## src/rtl/muldiv_seq_pkg.sv

```systemverilog
// muldiv_seq_pkg: FSM state encodings, ALU_OP_* codes and mul/div op decode helpers shared by muldiv_seq and its bench
package muldiv_seq_pkg;
  typedef enum logic [2:0] {
    MD_ST_IDLE = 3'd0,
    MD_ST_PREP = 3'd1,
    MD_ST_CALC = 3'd2,
    MD_ST_FIX  = 3'd3,
    MD_ST_DONE = 3'd4
  } md_state_t;
  localparam logic [5:0] ALU_OP_ADD  = 6'h00;
  localparam logic [5:0] ALU_OP_SUB  = 6'h01;
  localparam logic [5:0] ALU_OP_MUL  = 6'h18;
  localparam logic [5:0] ALU_OP_MUH  = 6'h19;
  localparam logic [5:0] ALU_OP_MULU = 6'h1a;
  localparam logic [5:0] ALU_OP_MUHU = 6'h1b;
  localparam logic [5:0] ALU_OP_DIV  = 6'h1c;
  localparam logic [5:0] ALU_OP_MOD  = 6'h1d;
  localparam logic [5:0] ALU_OP_DIVU = 6'h1e;
  localparam logic [5:0] ALU_OP_MODU = 6'h1f;
  localparam int OPB_DIV = 2;
  localparam int OPB_UNS = 1;
  localparam int OPB_HI  = 0;
  function automatic logic op_is_muldiv(input logic [5:0] op);
    return op[5:3] == 3'b011;
  endfunction
endpackage

```

## src/rtl/muldiv_step.sv

```systemverilog
// muldiv_step: one combinational shift-add multiply (mode=0) or restoring divide (mode=1) iteration on {hi,lo} with operand
module muldiv_step import muldiv_seq_pkg::*; #(
  parameter int WIDTH = 32
) (
  input  logic             mode,
  input  logic [WIDTH-1:0] hi,
  input  logic [WIDTH-1:0] lo,
  input  logic [WIDTH-1:0] operand,
  output logic [WIDTH-1:0] hi_n,
  output logic [WIDTH-1:0] lo_n
);
  logic [WIDTH:0] sum, rem, diff;
  always_comb begin
    sum  = {1'b0, hi} + (lo[0] ? {1'b0, operand} : '0);
    rem  = {hi, lo[WIDTH-1]};
    diff = rem - {1'b0, operand};
    hi_n = mode ? (diff[WIDTH] ? rem[WIDTH-1:0] : diff[WIDTH-1:0]) : sum[WIDTH:1];
    lo_n = mode ? {lo[WIDTH-2:0], ~diff[WIDTH]} : {sum[0], lo[WIDTH-1:1]};
  end
endmodule

```

## src/rtl/muldiv_seq.sv

```systemverilog
// muldiv_seq: multi-cycle MUL/MUH/MULU/MUHU/DIV/MOD/DIVU/MODU sequencer (start/op/a/b/flush in; ready/busy/done/result/div_zero out); MULDIV_FAST_MUL_EN enables single-cycle multiply
module muldiv_seq import muldiv_seq_pkg::*; #(
  parameter int WIDTH = 32
) (
  input  logic             clk,
  input  logic             rst,
  input  logic             start,
  input  logic [5:0]       op,
  input  logic [WIDTH-1:0] a,
  input  logic [WIDTH-1:0] b,
  input  logic             flush,
  output logic             ready,
  output logic             busy,
  output logic             done,
  output logic [WIDTH-1:0] result,
  output logic             div_zero
);
  localparam int CW = $clog2(WIDTH) + 1;
  md_state_t state, state_n;
  logic [2:0] op_r;
  logic [WIDTH-1:0] a_r, b_r, hi, lo, hi_n, lo_n, a_mag, b_mag, fix_hi, fix_res;
  logic [2*WIDTH-1:0] prod_f;
  logic [CW-1:0] cnt;
  logic neg_q, neg_r, dz, accept, is_div, sa, sb, b_zero, fast_mul;
  assign accept  = state == MD_ST_IDLE && start && !flush && op_is_muldiv(op);
  assign is_div  = op_r[OPB_DIV];
  assign b_zero  = b_r == '0;
  assign sa      = !op_r[OPB_UNS] && a_r[WIDTH-1];
  assign sb      = !op_r[OPB_UNS] && b_r[WIDTH-1];
  assign a_mag   = sa ? -a_r : a_r;
  assign b_mag   = sb ? -b_r : b_r;
  // low half of the negated product doubles as the negated quotient
  assign prod_f  = neg_q ? -{hi, lo} : {hi, lo};
  assign fix_hi  = is_div ? (neg_r ? -hi : hi) : prod_f[2*WIDTH-1:WIDTH];
  assign fix_res = op_r[OPB_HI] ? fix_hi : prod_f[WIDTH-1:0];
`ifdef MULDIV_FAST_MUL_EN
  assign fast_mul = !is_div;
`else
  assign fast_mul = 1'b0;
`endif
  muldiv_step #(.WIDTH(WIDTH)) u_step (
    .mode(is_div),
    .hi(hi),
    .lo(lo),
    .operand(b_r),
    .hi_n(hi_n),
    .lo_n(lo_n)
  );
  always_ff @(posedge clk)
    state <= rst ? MD_ST_IDLE : state_n;
  always_comb begin
    state_n = MD_ST_IDLE;
    case (state)
      MD_ST_IDLE: state_n = accept ? MD_ST_PREP : MD_ST_IDLE;
      MD_ST_PREP: state_n = flush ? MD_ST_IDLE : (is_div && b_zero) ? MD_ST_DONE : fast_mul ? MD_ST_FIX : MD_ST_CALC;
      MD_ST_CALC: state_n = flush ? MD_ST_IDLE : cnt == '0 ? MD_ST_FIX : MD_ST_CALC;
      MD_ST_FIX:  state_n = flush ? MD_ST_IDLE : MD_ST_DONE;
      default:    state_n = MD_ST_IDLE;
    endcase
  end
  always_comb begin
    ready    = state == MD_ST_IDLE;
    busy     = state inside {MD_ST_PREP, MD_ST_CALC, MD_ST_FIX};
    done     = state == MD_ST_DONE;
    div_zero = done && dz;
  end
  always_ff @(posedge clk) begin
    if (rst) begin
      op_r   <= '0;
      a_r    <= '0;
      b_r    <= '0;
      hi     <= '0;
      lo     <= '0;
      cnt    <= '0;
      neg_q  <= 1'b0;
      neg_r  <= 1'b0;
      dz     <= 1'b0;
      result <= '0;
    end else begin
      if (accept) begin
        op_r <= op[2:0];
        a_r  <= a;
        b_r  <= b;
      end
      if (state == MD_ST_PREP) begin
        b_r   <= b_mag;
        hi    <= '0;
        lo    <= a_mag;
        cnt   <= CW'(WIDTH - 1);
        neg_q <= sa ^ sb;
        neg_r <= sa;
        dz    <= is_div && b_zero;
`ifdef MULDIV_FAST_MUL_EN
        if (!is_div) {hi, lo} <= (2*WIDTH)'(a_mag) * (2*WIDTH)'(b_mag);
`endif
        // divide by zero: quotient all-ones, remainder the raw dividend
        if (is_div && b_zero && !flush) result <= op_r[OPB_HI] ? a_r : '1;
      end
      if (state == MD_ST_CALC) begin
        hi  <= hi_n;
        lo  <= lo_n;
        cnt <= cnt - CW'(1);
      end
      if (state == MD_ST_FIX && !flush) result <= fix_res;
    end
  end
endmodule
```

## config.mk

```make
export PLATFORM = sky130hd
export DESIGN_NAME = muldiv_seq
export DESIGN_NICKNAME = d
export VERILOG_FILES = /design/src/rtl/muldiv_seq_pkg.sv /design/src/rtl/muldiv_step.sv /design/src/rtl/muldiv_seq.sv
export SDC_FILE = /design/constraint.sdc
export NUM_CORES = 1
export LEC_CHECK = 0
export ABC_CLOCK_PERIOD_IN_PS = 5600
export CAP_MARGIN = 15
export CORE_ASPECT_RATIO = 0.7
export CORE_MARGIN = 10
export CORE_UTILIZATION = 60
export DETAILED_ROUTE_END_ITERATION = 8
export HOLD_SLACK_MARGIN = 0.1
export PLACE_DENSITY = 0.94
export SLEW_MARGIN = 10
export SYNTH_ARGS = -nofsm -noshare
export SYNTH_HDL_FRONTEND = slang
export SYNTH_SLANG_ARGS = --single-unit
```

## constraint.sdc

```tcl
create_clock -name clk -period 5.6 [get_ports clk]
set_input_delay 1.68 -clock clk [delete_from_list [all_inputs] [get_ports clk]]
set_output_delay 1.68 -clock clk [all_outputs]
set_load 0.02 [all_outputs]
```

==> summary.txt, run 1 <==
Clocking
  • CTS tree: done
  • Number of clock sinks: 175
  • Worst-path clk slew: 0.08 ns
  • Worst skew pair latency: 0.46 ns
  • Num CTS Buffers: 17
  • CTS Buffer Depth: 2
  • Hold Buf Count CTS: 0
  • CTS resizes: 0
  • Clock root buffer: clkbuf_16
  • Post-CTS Setup Bufs: 0
  • H-tree depth: 4

STA
  • Slew @ Worst Pin: 1.10 ns
  • Max_slew headroom: 26.4%
  • Tmin final: 4.43 ns
  • Pins Over Slew Limit: 0
  • Fmax: 226 MHz
  • Final Skew: 0.0128 ns
  • Crit share post-route: 79.1%
  • Sum of negative setup slack: 0 ns
  • RSZ-0062 raised after global routing: false
  • Setup violators final: 0
  • Final hold violation count: 0

Drt
  • Routed length per instance: 21.0 um
  • Initial DRC count: 2128
  • DR pass1 iterations: 9
  • Number of routed nets with antenna violations: 0
  • Routed vias/inst: 6.85
  • Vias: 15.6k
  • Final WL: 47800 um
  • Remaining DRCs: 0

Yosys
  • Cells after Synth: 1928
  • Post-Syn Nets: 2073
  • Synth async-reset ratio: 0%
  • Sequential share of the synthesized area: 24.6%
  • Distinct cells, synth: 81
  • Post-synth EDFFs: 0
  • Seq cells post-synth: 175
  • Synthesized area per cell: 7.38 um2
  • Post-Synthesis Cell Area: 0.0142 mm2
  • Synth warn: 0
  • Dominant synthesized flop cell: dfxtp_1

Power and ir drop
  • Comb pwr share: 15.7%
  • Reg power frac: 41.8%
  • PD cells: 190 mW/mm2
  • LEAKAGE: 6.26 nW
  • Maximum vdd ir drop: 0.223 mV
  • Sw Pwr: 0.000873 W
  • Clock power frac: 42.5%
  • Tot Pwr: 0.00304 W
  • Cell internal pwr: 0.00216 W
  • Switch share: 28.7%

Final layout
  • Synthesis-to-finish area growth: 12.3%
  • Antenna Cells: 0
  • Share of cells above drive strength 1: 4.39%
  • Nets: 2093

Placed design
  • Port bufs: 109
  • Gpl congestion: 1.00
  • Detailed Place HPWL: 34900 um

GRT
  • M2 GR Usage: 44.9%
  • GRT overflow: 0
  • GR peak layer: met2
  • Initial antenna violation count: 0
  • Pin count of the biggest net entering global routing: 81
  • Met3 Use GR: 7.66%
  • Vias in the first global route: 14.0k
  • Met1 usage: 43.2%
  • Global-route wire length before repair: 76100 um
  • GR Util All Layers: 30.4%

Die
  • Die ar.: 0.0304 mm2
  • Die Height: 149 um
  • Cell Rows: 47
  • I/O pins: 110
  • Core area: 0.0235 mm2
  • Starting Density: 60.6%
  • Die width: 204 um

Setup path
  • Setup crit end kind: register
  • CP arrival: 4.83 ns
  • Critical Path RT: 6.00 ns
  • Startpoint types: register
  • Critical path class: reg2reg
  • Worst-path fanout max: 14

Job
  • Max cap viols: 0

Outcome
  • Outcome: completed

Min path
  • Hold crit path type: reg2reg
## registers in the layout, indices dropped and copies added, names as in the netlist, 3 cells and up
name,count
a_r,32
b_r,32
hi,32
lo,32
result,32
cnt,6
op_r,3
state,3
## final cells by class
cell class	instances	area (um2)
multi-input cells	1572	10000
fillers	1872	7500
flip-flops and latches	175	3510
repair buffers	129	1240
clock buffers	17	425
well taps	318	398
inverters	53	199
clock inverters	15	185
## logic make-up (layout without fill, tap and decap cells)
family          count (synthesis)  after routing  synth area share [%]
compound gates                657            657                  29.4
simple gates                  639            639                  21.2
buf+inv                       181            214                  5.16
flops                         175            175                  24.6
xor+xnor                      140            140                  8.62
fa+ha+maj                      71             71                  6.35
mux                            65             65                  4.59
## routing by layer
layer | vias up | part of all wire (%)
li1 | 7104 | -
met1 | 7342 | 43
met2 | 1030 | 42
met3 | 128 | 13
met4 | 0 | 2.0
met5 | - | 0
## path summary, 6_finish.rpt
path / startpoint / to / slack [ns] / cells after the start
hold / removal: dz$_SDFFE_PP0P_ / dz$_SDFFE_PP0P_ / 0.45 / 2
setup reg to reg: b_r[1]$_SDFFE_PP0P_ / result[11]$_SDFFE_PP0P_ / 1.17 / 12
setup / recovery: b_r[1]$_SDFFE_PP0P_ / result[11]$_SDFFE_PP0P_ / 1.17 / 12
hold reg to reg: dz$_SDFFE_PP0P_ / dz$_SDFFE_PP0P_ / 0.45 / 2
## metrics by stage
stage	instance area [um2]	utilization, %	hold WS [ns]	setup slack, ns	instances
final	16000	68.0	0.453	1.17	2279
after global routing	16000	68.0	0.503	0.856	2279
after global placement	15300	65.4	0.439	1.21	2246
after CTS	16000	68.0	0.451	1.29	2278
after floorplan	14200	-	0.432	2.29	1928
after detailed placement	15300	65.4	0.442	1.08	2246
## synthesized netlist by cell type (4+ instances only)
cell type	number	area (um2)
nor2_1	203	762
a21oi_1	199	996
nand2_1	194	728
dfxtp_1	175	3500
o21ai_0	139	696
clkbuf_1	100	375
xnor2_1	86	753
a211oi_1	79	593
ha_1	69	863
mux2i_1	63	631
nor3_1	61	305
xor2_1	54	473
inv_1	52	195
a21o_1	37	278
nand3_1	29	145
a22oi_1	26	195
o31ai_1	25	188
nor4_1	24	150
nand2b_1	23	144
or3_1	21	131
o211ai_1	16	120
o221ai_1	14	123
o41ai_1	14	123
nand4_1	13	81.3
nor2b_1	13	81.3
o21a_1	13	97.6
o22ai_1	13	81.3
and3_1	11	68.8
or4_1	11	82.6
a31oi_1	10	62.6
buf_2	10	50.1
a221oi_1	9	78.8
buf_1	8	30.0
buf_4	7	52.6
or2_2	7	43.8
o311ai_0	6	52.6
a22o_1	5	43.8
a311oi_1	5	43.8
and2_1	5	31.3
o21bai_1	5	37.5
a2111oi_0	4	35.0
o21ai_1	4	20.0
## layout by cell type (no fill, tap or decap), types with 5 or more instances in the layout
master	count
o41ai_1	14
ha_1	69
o221ai_1	14
xor2_1	54
dfxtp_1	174
a211oi_1	79
nor4_1	24
o22ai_1	13
a311oi_1	5
buf_4	20
a31oi_1	10
or4_1	11
or3_1	21
clkbuf_16	17
nand3_1	29
o21ai_0	139
clkdlybuf4s50_1	108
o21bai_1	5
o211ai_1	16
nand2b_1	23
nor2b_1	13
o311ai_0	6
o21a_1	13
a22oi_1	26
a221oi_1	9
and2_1	5
mux2i_1	63
inv_1	52
a21oi_1	199
o31ai_1	25
or2_2	6
and3_1	11
xnor2_1	86
nor3_1	60
nor2_1	201
a21o_1	37
a22o_1	5
nand4_1	13
nand2_1	194
## critical path: stages (launching register included)
cell and delay (ns):
dfxtp_1 0.40, inv_1 0.12, ha_1 0.19, or3b_1 0.42
or4_1 0.51, nor3b_2 0.36, nand3_1 0.34, o31a_1 0.53
nor2_1 0.82, o21ai_0 0.23, a21oi_1 0.22, o221ai_1 0.14
nand2_1 0.08
## power by group through the flow
| stage | Combinational, W | Clock, W | Sequential (W) |
|---|---|---|---|
| 2_1_floorplan | 0.000316 | 0 | 0.00129 |
| 4_1_cts | 0.000461 | 0.00128 | 0.00127 |
| 5_1_grt | 0.000513 | 0.00134 | 0.00127 |
| 6_report | 0.000477 | 0.00129 | 0.00127 |
| 3_3_place_gp | 0.000448 | 0 | 0.00130 |
| 3_5_place_dp | 0.000457 | 0 | 0.00130 |
Note: power is estimated with default switching activity, not from simulation.
==> run 2, diff against run 1 <==
--- a/config.mk
+++ b/config.mk
@@ -5,14 +5,14 @@
 export SDC_FILE = /design/constraint.sdc
 export NUM_CORES = 1
 export LEC_CHECK = 0
-export ABC_CLOCK_PERIOD_IN_PS = 5600
+export ABC_CLOCK_PERIOD_IN_PS = 3800
 export CAP_MARGIN = 15
 export CORE_ASPECT_RATIO = 0.7
 export CORE_MARGIN = 10
-export CORE_UTILIZATION = 60
+export CORE_UTILIZATION = 55
 export DETAILED_ROUTE_END_ITERATION = 8
 export HOLD_SLACK_MARGIN = 0.1
-export PLACE_DENSITY = 0.94
+export PLACE_DENSITY = 0.91
 export SLEW_MARGIN = 10
 export SYNTH_ARGS = -nofsm -noshare
 export SYNTH_HDL_FRONTEND = slang
==> constraint.sdc (replaced) <==
create_clock -name clk -period 3.8 [get_ports clk]
set_input_delay 1.14 -clock clk [delete_from_list [all_inputs] [get_ports clk]]
set_output_delay 1.14 -clock clk [all_outputs]
set_load 0.02 [all_outputs]
==> run 2 against run 1 <==
  * Sequential cell count is the same
  * Setup slack got worse by 1.0 ns
  * Combinational power increased by 57%
  * Sequential power grew 47%
  * Critical path depth rose by 2
  * Cell count rose by 2.2%
  * Final area rose by 2.1%
  * Critical endpoint is now hi[10]$_SDFFE_PP0P_
  * Largest power group is now sequential cells
==> summary.txt, run 2 (synthesis results as in run 1) <==
Final layout
  • Nets: 2130
  • Antenna Cells: 0
  • Synthesis-to-finish area growth: 14.6%
  • Most frequent cells in the layout: 201 x nor2_1, 199 x a21oi_1, 194 x nand2_1
  • Share of cells above drive strength 1: 6.36%
  • Finished Layout Cells: 2329
  • Layout Utilization: 63.7%
  • Most common library cell in the layout ignoring fill and taps: nor2_1
  • Filler instances: 2085

Clocking
  • Worst skew pair latency: 0.45 ns
  • CTS Buffer Depth: 2
  • Number of clock sinks: 175
  • Num CTS Buffers: 17
  • Clock root buffer: clkbuf_16
  • Worst-path clk slew: 0.08 ns
  • Post-CTS Setup Bufs: 0
  • Hold Buf Count CTS: 0
  • H-tree depth: 4
  • CTS tree: done

STA
  • Final hold violation count: 0
  • RSZ-0062 raised after global routing: true
  • Tmin final: 3.67 ns
  • Slew @ Worst Pin: 1.15 ns
  • Final Skew: 0.0161 ns
  • Crit share post-route: 96.6%
  • Setup violators final: 0
  • Fmax: 272 MHz
  • Worst hold margin: 0.457 ns
  • Pins Over Slew Limit: 0
  • Max_slew headroom: 23.0%

Placed design
  • Port bufs: 109
  • Gpl congestion: 1.02
  • Detailed Place HPWL: 36600 um
  • Post-Place Cells: 2297

Setup path
  • Worst Setup SP: b_r[12]$_SDFFE_PP0P_
  • Critical Path RT: 4.14 ns
  • Setup crit end kind: register
  • Startpoint types: register
  • Most frequent cell on the critical path: a21oi_1
  • Worst-path cell chain: inv_1 -> ha_1 -> o21a_1 -> o21ai_0 -> a21oi_1 -> o221a_2 -> o31a_1 -> o211a_1 -> nor4b_2 -> buf_4 -> buf_12 -> mux2i_1 -> a21oi_1 -> a22o_1
  • CP arrival: 4.01 ns
  • R2R Path Start: b_r[12]$_SDFFE_PP0P_
  • Slowest CP cell: ha_1
  • Worst-path fanout max: 21
  • Critical path class: reg2reg
  • Slowest stage delay, CP: 0.45 ns

Drt
  • Remaining DRCs: 0
  • DR pass1 iterations: 7
  • Final WL: 50000 um
  • Routed vias/inst: 6.81
  • Initial DRC count: 2676
  • Vias: 15.9k
  • Routed length per instance: 21.5 um
  • Number of routed nets with antenna violations: 0

GRT
  • Vias in the first global route: 14.7k
  • Met1 usage: 39.3%
  • Met3 Use GR: 10.9%
  • Global-route wire length before repair: 78700 um
  • M2 GR Usage: 41.8%
  • GRT overflow: 0
  • Pin count of the biggest net entering global routing: 112
  • GR peak layer: met2
  • Initial antenna violation count: 0
  • GR Util All Layers: 29.3%

Outcome
  • Outcome: completed

Die
  • Core area: 0.0256 mm2
  • I/O pins: 110
  • Starting Density: 55.6%
  • Die width: 212 um
  • Die Height: 155 um
  • Cell Rows: 49
  • Die ar.: 0.0328 mm2

Power and ir drop
  • Maximum vdd ir drop: 0.244 mV
  • LEAKAGE: 6.44 nW
  • PD cells: 274 mW/mm2
  • Tot Pwr: 0.00447 W

Min path
  • HP Start: dz$_SDFFE_PP0P_
  • Hold crit path type: reg2reg

Job
  • Max cap viols: 0
run 2: cell count changes in the layout (fill, tap and decap cells not counted), sizes merged:
cell	delta
clkinv	-3
inv	-1
buf	+38
bufinv	-1
clkbuf	+4
dlymetal6s2s	-1
clkinvlp	+1
run 2: what timing repair did:
| action | 4_1_cts | 5_1_grt |
|---|---|---|
| resized for setup | 0 | 6 |
| hold endpoints to repair | 0 | 0 |
| endpoints found under the setup margin | 0 | 15 |
run 2: cell type report:
type,count,area (um2),share of cell area [%]
Multi-Input combinational cell,1572,10000,61.6
Sequential cell,175,3510,21.5
Timing Repair Buffer,166,1550,9.54
Inverter,53,199,1.22
Clock buffer,21,460,2.83
Tap cell,331,414,2.54
Clock inverter,11,128,0.783
run 2: power by group:
part / switching, W / total [W] / internal, W
Clock: 0.000836 / 0.00185 / 0.00101
Combinational: 0.000425 / 0.000748 / 0.000322
Sequential: 0.0000257 / 0.00187 / 0.00185
run 2: through the flow:
stage / instance area (um2) / setup TNS [ns] / setup slack, ns
after floorplan: 14200 / 0 / 0.485
after global placement: 15700 / 0 / 0.388
after detailed placement: 15700 / 0 / 0.233
after CTS: 16300 / 0 / 0.219
after global routing: 16300 / -0.0591 / -0.0591
final: 16300 / 0 / 0.129
run 2: final timing paths:
| kind | to | slack [ns] | cells past startpoint |
|---|---|---|---|
| max | hi[10]$_SDFFE_PP0P_ | 0.13 | 14 |
| min | dz$_SDFFE_PP0P_ | 0.46 | 2 |
| max reg2reg | hi[10]$_SDFFE_PP0P_ | 0.13 | 14 |
| min reg2reg | dz$_SDFFE_PP0P_ | 0.46 | 2 |
run 2: routing by layer:
layer,wire length [um],share of wire (%)
met1,19900,40
met4,1560,3.1
met2,20400,41
met3,8130,16
met5,0,0
run 2: worst max-delay path: cells and delay by family, from the launching register on:
kind	cells	cell delay (ns)
muxes	1	0.21
AOI/OAI and AO/OA	8	1.65
and+or+nand+nor	1	0.24
DFF	1	0.41
buffers and inverters	3	0.59
adders and majority gates	1	0.45
